--- src/rtl/io_entry_ctrl_if.sv ---
// rtl/io_entry_ctrl_if.sv - key, CPU hand-off and display signals of io_entry_ctrl
interface io_entry_if #(
  parameter int DW = 32
);
  logic          k1_ten;
  logic          k2_ge;
  logic          k_enter;
  logic          k_cancel;
  logic          cpu_take_i;
  logic          out_i;
  logic [DW-1:0] res_i;
  logic [DW-1:0] pc_i;
  logic [DW-1:0] data_o;
  logic          data_valid_o;
  logic [DW-1:0] disp_o;
  logic [1:0]    disp_sel_o;
  logic [1:0]    state_o;

  modport master (
    output k1_ten, k2_ge, k_enter, k_cancel, cpu_take_i, out_i, res_i, pc_i,
    input  data_o, data_valid_o, disp_o, disp_sel_o, state_o
  );

  modport slave (
    input  k1_ten, k2_ge, k_enter, k_cancel, cpu_take_i, out_i, res_i, pc_i,
    output data_o, data_valid_o, disp_o, disp_sel_o, state_o
  );
endinterface

--- src/rtl/io_entry_ctrl.sv ---
// rtl/io_entry_ctrl.sv - key debounce, decimal entry, CPU hand-off and display select
module io_entry_ctrl #(
  parameter int DB_CYCLES = 200,
  parameter int DW        = 32
) (
  input logic       clk,
  input logic       rst,
  io_entry_if.slave bus
);

  localparam int CW = $clog2(DB_CYCLES + 1);

  typedef enum logic [1:0] {
    ST_ENTRY   = 2'd0,
    ST_PENDING = 2'd1,
    ST_SHOW    = 2'd2
  } state_t;

  // Key bit order: 3 cancel, 2 enter, 1 ten, 0 ge (also the press priority order)
  logic [3:0]    w_raw;
  logic [3:0]    r_sync1;
  logic [3:0]    r_sync2;
  logic [CW-1:0] r_cnt [4];
  logic [3:0]    r_press;

  state_t        r_state,   w_state_n;
  logic [3:0]    r_tens,    w_tens_n;
  logic [3:0]    r_ones,    w_ones_n;
  logic [DW-1:0] r_data,    w_data_n;
  logic          r_valid,   w_valid_n;
  logic          r_show_pc, w_show_pc_n;
  logic [DW-1:0] r_res,     w_res_n;
  logic [DW-1:0] r_pc,      w_pc_n;
  logic [6:0]    w_value;
  logic [DW-1:0] w_value_ext;

  assign w_raw       = {bus.k_cancel, bus.k_enter, bus.k1_ten, bus.k2_ge};
  assign w_value     = 7'(r_tens) * 7'd10 + 7'(r_ones);
  assign w_value_ext = {{(DW - 7){1'b0}}, w_value};

  // Synchronize keys, count stable-high cycles, fire one press as the count reaches DB_CYCLES
  always_ff @(posedge clk) begin
    if (rst) begin
      r_sync1 <= '0;
      r_sync2 <= '0;
      r_press <= '0;
      for (int i = 0; i < 4; i++) r_cnt[i] <= '0;
    end else begin
      r_sync1 <= w_raw;
      r_sync2 <= r_sync1;
      for (int i = 0; i < 4; i++) begin
        r_press[i] <= r_sync2[i] && (r_cnt[i] == CW'(DB_CYCLES - 1));
        if (!r_sync2[i])
          r_cnt[i] <= '0;
        else if (r_cnt[i] != CW'(DB_CYCLES))
          r_cnt[i] <= r_cnt[i] + CW'(1);
      end
    end
  end

  // State and datapath registers
  always_ff @(posedge clk) begin
    if (rst) begin
      r_state   <= ST_ENTRY;
      r_tens    <= '0;
      r_ones    <= '0;
      r_data    <= '0;
      r_valid   <= 1'b0;
      r_show_pc <= 1'b0;
      r_res     <= '0;
      r_pc      <= '0;
    end else begin
      r_state   <= w_state_n;
      r_tens    <= w_tens_n;
      r_ones    <= w_ones_n;
      r_data    <= w_data_n;
      r_valid   <= w_valid_n;
      r_show_pc <= w_show_pc_n;
      r_res     <= w_res_n;
      r_pc      <= w_pc_n;
    end
  end

  // Next state: prioritized key press and take first, then a result strobe overrides the state
  always_comb begin
    w_state_n   = r_state;
    w_tens_n    = r_tens;
    w_ones_n    = r_ones;
    w_data_n    = r_data;
    w_valid_n   = r_valid;
    w_show_pc_n = r_show_pc;
    w_res_n     = r_res;
    w_pc_n      = r_pc;
    case (r_state)
      ST_ENTRY: begin
        if (r_press[3]) begin
          w_tens_n = '0;
          w_ones_n = '0;
        end else if (r_press[2]) begin
          w_data_n  = w_value_ext;
          w_valid_n = 1'b1;
          w_state_n = ST_PENDING;
        end else if (r_press[1]) begin
          w_tens_n = (r_tens == 4'd9) ? 4'd0 : r_tens + 4'd1;
        end else if (r_press[0]) begin
          w_ones_n = (r_ones == 4'd9) ? 4'd0 : r_ones + 4'd1;
        end
      end
      ST_PENDING: begin
        if (bus.cpu_take_i) begin
          w_valid_n = 1'b0;
          w_tens_n  = '0;
          w_ones_n  = '0;
          w_state_n = ST_ENTRY;
        end else if (r_press[3]) begin
          w_valid_n = 1'b0;
          w_state_n = ST_ENTRY;
        end
      end
      ST_SHOW: begin
        if (bus.cpu_take_i) begin
          w_valid_n = 1'b0;
          w_tens_n  = '0;
          w_ones_n  = '0;
        end
        // Exit target uses the post-take valid so a same-cycle take never leaves PENDING empty
        if (r_press[3] || r_press[2])
          w_state_n = w_valid_n ? ST_PENDING : ST_ENTRY;
        else if (r_press[1] || r_press[0])
          w_show_pc_n = ~r_show_pc;
      end
      default: w_state_n = ST_ENTRY;
    endcase
    if (bus.out_i) begin
      w_res_n     = bus.res_i;
      w_pc_n      = bus.pc_i;
      w_show_pc_n = 1'b0;
      w_state_n   = ST_SHOW;
    end
  end

  assign bus.data_o       = r_data;
  assign bus.data_valid_o = r_valid;
  assign bus.state_o      = r_state;
  assign bus.disp_sel_o   = (r_state == ST_SHOW) ? (r_show_pc ? 2'd2 : 2'd1) : 2'd0;
  assign bus.disp_o       = (r_state == ST_SHOW)    ? (r_show_pc ? r_pc : r_res) :
                            (r_state == ST_PENDING) ? r_data : w_value_ext;

endmodule

--- src/flat_wrapper.sv ---
// flat-port wrapper written by rule: the top's interface ports become plain ports
module io_entry_ctrl_flat 
#(
  parameter int DB_CYCLES = 200,
  parameter int DW        = 32
)
  (clk, rst, bus_k1_ten, bus_k2_ge, bus_k_enter, bus_k_cancel, bus_cpu_take_i, bus_out_i, bus_res_i, bus_pc_i, bus_data_o, bus_data_valid_o, bus_disp_o, bus_disp_sel_o, bus_state_o);
  io_entry_if #(.DW(DW)) bus_i ();
  input logic clk;
  input logic rst;
  input wire logic [$bits(bus_i.k1_ten)-1:0] bus_k1_ten;
  input wire logic [$bits(bus_i.k2_ge)-1:0] bus_k2_ge;
  input wire logic [$bits(bus_i.k_enter)-1:0] bus_k_enter;
  input wire logic [$bits(bus_i.k_cancel)-1:0] bus_k_cancel;
  input wire logic [$bits(bus_i.cpu_take_i)-1:0] bus_cpu_take_i;
  input wire logic [$bits(bus_i.out_i)-1:0] bus_out_i;
  input wire logic [$bits(bus_i.res_i)-1:0] bus_res_i;
  input wire logic [$bits(bus_i.pc_i)-1:0] bus_pc_i;
  output wire logic [$bits(bus_i.data_o)-1:0] bus_data_o;
  output wire logic [$bits(bus_i.data_valid_o)-1:0] bus_data_valid_o;
  output wire logic [$bits(bus_i.disp_o)-1:0] bus_disp_o;
  output wire logic [$bits(bus_i.disp_sel_o)-1:0] bus_disp_sel_o;
  output wire logic [$bits(bus_i.state_o)-1:0] bus_state_o;
  assign bus_i.k1_ten = bus_k1_ten;
  assign bus_i.k2_ge = bus_k2_ge;
  assign bus_i.k_enter = bus_k_enter;
  assign bus_i.k_cancel = bus_k_cancel;
  assign bus_i.cpu_take_i = bus_cpu_take_i;
  assign bus_i.out_i = bus_out_i;
  assign bus_i.res_i = bus_res_i;
  assign bus_i.pc_i = bus_pc_i;
  assign bus_data_o = bus_i.data_o;
  assign bus_data_valid_o = bus_i.data_valid_o;
  assign bus_disp_o = bus_i.disp_o;
  assign bus_disp_sel_o = bus_i.disp_sel_o;
  assign bus_state_o = bus_i.state_o;
  io_entry_ctrl #(.DB_CYCLES(DB_CYCLES), .DW(DW)) u_core (.clk(clk), .rst(rst), .bus(bus_i));
endmodule
--- config.mk ---
export PLATFORM = sky130hd
export DESIGN_NAME = io_entry_ctrl_flat
export DESIGN_NICKNAME = d
export VERILOG_FILES = /design/src/rtl/io_entry_ctrl_if.sv /design/src/rtl/io_entry_ctrl.sv /design/src/flat_wrapper.sv
export SDC_FILE = /design/constraint.sdc
export NUM_CORES = 1
export LEC_CHECK = 0
export CAP_MARGIN = 5
export CORE_MARGIN = 4
export CORE_UTILIZATION = 55
export DETAILED_ROUTE_END_ITERATION = 16
export GPL_TIMING_DRIVEN = 0
export MAX_ROUTING_LAYER = met4
export PLACE_DENSITY = 0.89
export REMOVE_ABC_BUFFERS = 1
export SYNTH_ARGS = -nofsm -noshare
export SYNTH_HDL_FRONTEND = slang
export SYNTH_SLANG_ARGS = --single-unit
export TNS_END_PERCENT = 30
--- constraint.sdc ---
create_clock -name clk -period 3.6 [get_ports clk]
set_input_delay 0.36 -clock clk [delete_from_list [all_inputs] [get_ports clk]]
set_output_delay 0.36 -clock clk [all_outputs]
set_load 0.01 [all_outputs]
* After elaboration in Yosys (flattened, before gate mapping)
Memory sizes are Yosys's and may differ from the RTL's. Index checks and enable logic that the tools add are counted. W data, S select, Z words.
Storage, ports and cells: output and inout bits 69, register bits 95, memories 1, memory bits (writable) 32, input bits 72
Memory list:
- u_core.r_cnt | depth 4, width 8, rd ports 4, clocked after memory_dff 0, wr ports 4, RTL line io_entry_ctrl.sv:23 | logic [CW-1:0] r_cnt [4];
Cells by class: reduce and logical (&&, ||, !) cells 18, add/sub/neg operators 7, multipliers 1, bitwise logic cells 11, multiplexer cells 70, equal/unequal tests 25
Operators by type and width (number):
- $mux W32 | 2
- $mux W8 | 8
- $mux W4 | 10
- $mux W1 | 37
- $add A8 B1 Y8 const B | 4
- $eq A8 B8 Y1 const B | 4
- $ne A8 B8 Y1 const B | 4
- $mux W2 | 8
- $pmux W4 S2 | 2
- $reduce_and A4 Y1 | 4
- $ne A3 B2 Y1 const B | 5
- $add A4 B1 Y4 const B | 2
- $eq A4 B4 Y1 const B | 2
- $or A1 B1 Y1 | 8
- $add A7 B4 Y7 | 1
- $mux W7 | 1
- $mul A4 B3 Y6 const B | 1
- $ne A2 B1 Y1 const B | 3
- $ne A3 B1 Y1 const B | 2
- $pmux W2 S3 | 1
- $reduce_and A3 Y1 | 2
- $reduce_and A5 Y1 | 1
- $logic_and A1 B1 Y1 | 4
- $ne A4 B3 Y1 const B | 1
- 11 further kinds | 15

* Longest topological paths before layout
Gate-level depths: netlist (run 1).
depth after elaboration 7, mapped depth 7, gate-level depth less buffers 7

* Least setup slack after synthesis (run 1)
OpenSTA, ideal clock, no wires.
kind register to output, start register u_core.r_tens[1], end output port bus_disp_o[6], cell stages (with the launch flop) 8, buffers on the path 0, path slack 955 ps, data required time 3240 ps, data arrival time 2285 ps, cells stage by stage dfxtp_1 > ha_1 > ha_1 > fa_1 > and3_1 > a32o_1 > xnor2_1 > a221oi_1
Between the ends: word-level cells in the longest chain between the ends 4
Ends and longest elaborated chain:
- from (decl) | RTL line io_entry_ctrl.sv:27 | logic [3:0] r_tens, w_tens_n;
- from (signal assigned) | RTL line io_entry_ctrl.sv:74 | r_tens <= w_tens_n;
- $mul A4 B3 Y6 | RTL line io_entry_ctrl.sv:38 | assign w_value = 7'(r_tens) * 7'd10 + 7'(r_ones);
- $add A7 B4 Y7 | RTL line io_entry_ctrl.sv:38
- $mux W7 | RTL line io_entry_ctrl.sv:147 | (r_state == ST_PENDING) ? r_data : w_value_ext;
- $mux W32 | RTL line io_entry_ctrl.sv:146 | assign bus.disp_o = (r_state == ST_SHOW) ? (r_show_pc ? r_pc : r_res) :
- to (decl) | RTL line flat_wrapper.sv:21 | output wire logic [$bits(bus_i.disp_o)-1:0] bus_disp_o;
Every way passes these cells.

* Worst setup path in the final report (run 1)
Same ends and word-level chain as after synthesis.

==> results.sh, run 1 <==
export IMPL_run_status="complete, no violations"
export IMPL_detailedRoute_firstIterationViolations=343
export IMPL_cts_root_to_sink_buffers=2
export IMPL_grtUsageTotal=0.240
export IMPL_crit_top_cell="sky130_fd_sc_hd__ha_1"
export IMPL_crit_chain="ha_1, ha_1, fa_1, and3_1, a32o_1, xnor2_1, a221oi_1, dlygate4sd2_1"
export IMPL_number_of_global_route_vias_before_repair=5164
export IMPL_power_density_cell_area_nw_per_um2=459
export IMPL_gpl_final_weighted_congestion=0.795
export IMPL_timing_max_transition_violations_final=0
export IMPL_ys_top_cells_by_area="sky130_fd_sc_hd__dfxtp_1 30%, sky130_fd_sc_hd__mux2i_1 15%, sky130_fd_sc_hd__edfxtp_1 15%"
export IMPL_vias_per_cell=5.50
export IMPL_nNetsFinal=853
export IMPL_placeableCoreArea_um2=11400
export IMPL_fill_cells=730
export IMPL_synth_seq_cells=127
export IMPL_most_common_cell_in_the_synthesized_netlist="sky130_fd_sc_hd__nor2_1"
export IMPL_routed_wl_um=15300
export IMPL_synth_cell_area_um2=6360
export IMPL_dp_hpwl_um=10100
export IMPL_final_area_um2=8160
export IMPL_timing_setup_tns_ps=0
export IMPL_leakagePower_nw=3.29
export IMPL_critPathMaxFanout=7
export IMPL_grt_start_max_net_pins=97
export IMPL_detailedRoute_firstPassIterationCount=6
export IMPL_clock_tree_skew_after_final_layout_ps=6.87
export IMPL_drcViolationCount=0
export IMPL_critPathSlowestCell="sky130_fd_sc_hd__fa_1"
export IMPL_global_route_wire_length_before_repair_um=24700
export IMPL_synth_edf_count=32
export IMPL_grt_overflow=0
export IMPL_post_layout_total_power_mw=3.75
export IMPL_path_delay_family="adder cells"
export IMPL_fp_dieW_um=116
export IMPL_synth_top_area_frac=0.299
export IMPL_ys_types=55
export IMPL_max_freq_mhz=302
export IMPL_startpoint_type_of_the_worst_setup_path="flip-flop"
export IMPL_post_drt_antenna_nets=0
export IMPL_layout_drive_gt1_share=0.0662
export IMPL_timing_worst_slew_pin_value_ps=688
export IMPL_clock_sinks=127
export IMPL_final_hold_violation_count=0
export IMPL_postSynth_asyncResetShare=0
export IMPL_tritoncts="done"
export IMPL_dieArea_um2=13400
export IMPL_maxCapViolations=0
export IMPL_floorplan_initialDensity=0.560
export IMPL_grt_antenna_before_repair=0
export IMPL_die_height_um=116
export IMPL_post_synthesis_mean_instance_area_um2=9.77
export IMPL_insertedDiodeCount=0
export IMPL_slew_limit_headroom=0.541
export IMPL_cell_chosen_for_the_clock_root="sky130_fd_sc_hd__clkbuf_16"
export IMPL_synth_seq_area_share=0.450
export IMPL_critical_path_arrival_ps=2950
export IMPL_vias=5018
export IMPL_gate_count_after_technology_mapping=651
export IMPL_dominantRegCellSynth="sky130_fd_sc_hd__dfxtp_1"
export IMPL_post_drt_wl_per_cell_um=16.7
export IMPL_tritoncts_num_buffers=17
export IMPL_design_portCount=141
export IMPL_rsz0062_at_grt="false"
export IMPL_yosys_warnings=0
export IMPL_cts_clk_slew_worst_paths_ps=60
export IMPL_synthDominantAreaCellType="sky130_fd_sc_hd__dfxtp_1"
export IMPL_report_final_setup_viol=0
export IMPL_largest_stage_delay_on_the_critical_path_ps=490
export IMPL_min_delay_path_class="flip-flop to flip-flop"
export IMPL_worst_endpoint_required_ps=3240
export IMPL_yosys_top_cells_count="138 x sky130_fd_sc_hd__nor2_1, 96 x sky130_fd_sc_hd__mux2i_1, 95 x sky130_fd_sc_hd__dfxtp_1"
export IMPL_period_needed_ps=3310
export IMPL_final_period_utilization=0.919
export IMPL_peak_vdd_ir_mv=0.305
export IMPL_timing_setup_critical_path_class="flip-flop to output pin"
export IMPL_placedInstanceArea_um2=7530
export IMPL_cp_num_buf_inv=1
export IMPL_cp_end_kind="output pin"
export IMPL_area_delta_synth_final_pct=28.2
export IMPL_core_rowCount=39
export IMPL_buffer_ports_inserted=115
export IMPL_worst_skew_pair_late_latency_ps=420
export IMPL_htree_levels=4
==> sequential cells by signal, summed over array words and instances, names as in the netlist <==
register,flops
u_core.r_cnt,32
u_core.r_pc,32
u_core.r_res,32
u_core.bus.data_o,7
u_core.r_ones,4
u_core.r_press,4
u_core.r_sync1,4
u_core.r_sync2,4
u_core.r_tens,4
u_core.bus.state_o,2
u_core.bus.data_valid_o,1
u_core.r_show_pc,1
==> placed cells by master, fill, tap and decap left out, drive strengths merged, types with 2 or more instances in the layout <==
master | netlist | final
a22o | 2 | 2
mux2i | 96 | 96
dfxtp | 95 | 95
and4b | 3 | 3
clkdlybuf4s50 | 0 | 112
inv | 23 | 27
conb | 1 | 25
nand2 | 20 | 20
a21oi | 18 | 18
or3b | 2 | 2
o311ai | 4 | 4
or4 | 7 | 7
buf | 40 | 5
nand2b | 4 | 4
clkbuf | 15 | 19
edfxtp | 32 | 32
and2 | 2 | 2
bufinv | 0 | 2
a211oi | 4 | 4
o21ai | 5 | 5
a221oi | 3 | 3
fa | 2 | 2
nor3b | 9 | 9
nor2 | 138 | 138
xor2 | 19 | 19
nor3 | 5 | 5
ha | 22 | 22
nor2b | 13 | 13
xnor2 | 10 | 10
o211ai | 3 | 3
and3 | 10 | 10
nand3b | 3 | 3
clkinv | 0 | 6
nand3 | 25 | 25
==> cell families after synthesis <==
group | synth area share
xor+xnor | 0.0399
flops | 0.450
buf+inv | 0.0643
mux | 0.151
compound gates | 0.0594
fa+ha+maj | 0.0496
other cells | 0.000589
simple gates | 0.185
==> stage by stage <==
step | instances | util | hold slack (ps) | setup slack [ps]
2_1_floorplan | 620 | - | 414 | 955
3_3_place_gp | 878 | 0.656 | 420 | -1050
3_5_place_dp | 881 | 0.662 | 425 | 343
4_1_cts | 913 | 0.717 | 439 | 293
5_1_grt | 913 | 0.717 | 465 | 164
6_report | 913 | 0.717 | 435 | 291
==> worst paths after layout <==
kind                         start  cells past startpoint           endpoint  slack (ps)
max               u_core.r_tens[1]                      8      bus_disp_o[6]         290
min              u_core.r_sync1[3]                      1  u_core.r_sync2[3]         440
max reg2reg  u_core.bus.state_o[0]                      6   u_core.r_show_pc        1110
min reg2reg      u_core.r_sync1[3]                      1  u_core.r_sync2[3]         440
==> report_power, final <==
part | total [mW] | switching (mW) | internal (mW) | leakage [nW]
logic | 0.416 | 0.203 | 0.212 | 1.80
registers | 1.55 | 0.0372 | 1.51 | 1.18
clock network | 1.78 | 0.669 | 1.11 | 0.305
==> final cells by class <==
type / count / area (um^2) / share of cell area
timing repair buffer: 118 / 1220 / 0.150
multi-input combinational: 470 / 3180 / 0.390
sequential: 127 / 2870 / 0.351
inverter: 23 / 86.3 / 0.0106
clock inverter: 13 / 148 / 0.0181
clock buffer: 19 / 475 / 0.0583
tap: 143 / 179 / 0.0219
==> per-layer routing <==
| layer | GRT usage | share of wire |
|---|---|---|
| met3 | 0.0559 | 0.065 |
| met4 | 0.0869 | 0.018 |
| met5 | - | 0 |
| met2 | 0.413 | 0.51 |
| met1 | 0.273 | 0.41 |
==> what timing repair did <==
item                                    in CTS  in global routing
endpoints found under the setup margin       1                  0
hold buffers                                 0                  0
resized for setup                            3                  0
setup buffers                                0                  0
Power figures use the tool's default switching activity.
==> inputs of run 2 (changes only) <==
--- a/config.mk
+++ b/config.mk
@@ -5,6 +5,7 @@
 export SDC_FILE = /design/constraint.sdc
 export NUM_CORES = 1
 export LEC_CHECK = 0
+export ABC_CLOCK_PERIOD_IN_PS = 3600
 export CAP_MARGIN = 5
 export CORE_MARGIN = 4
 export CORE_UTILIZATION = 55
==> results of run 2 <==
Final layout, timing and power as in run 1 (identical DEF).
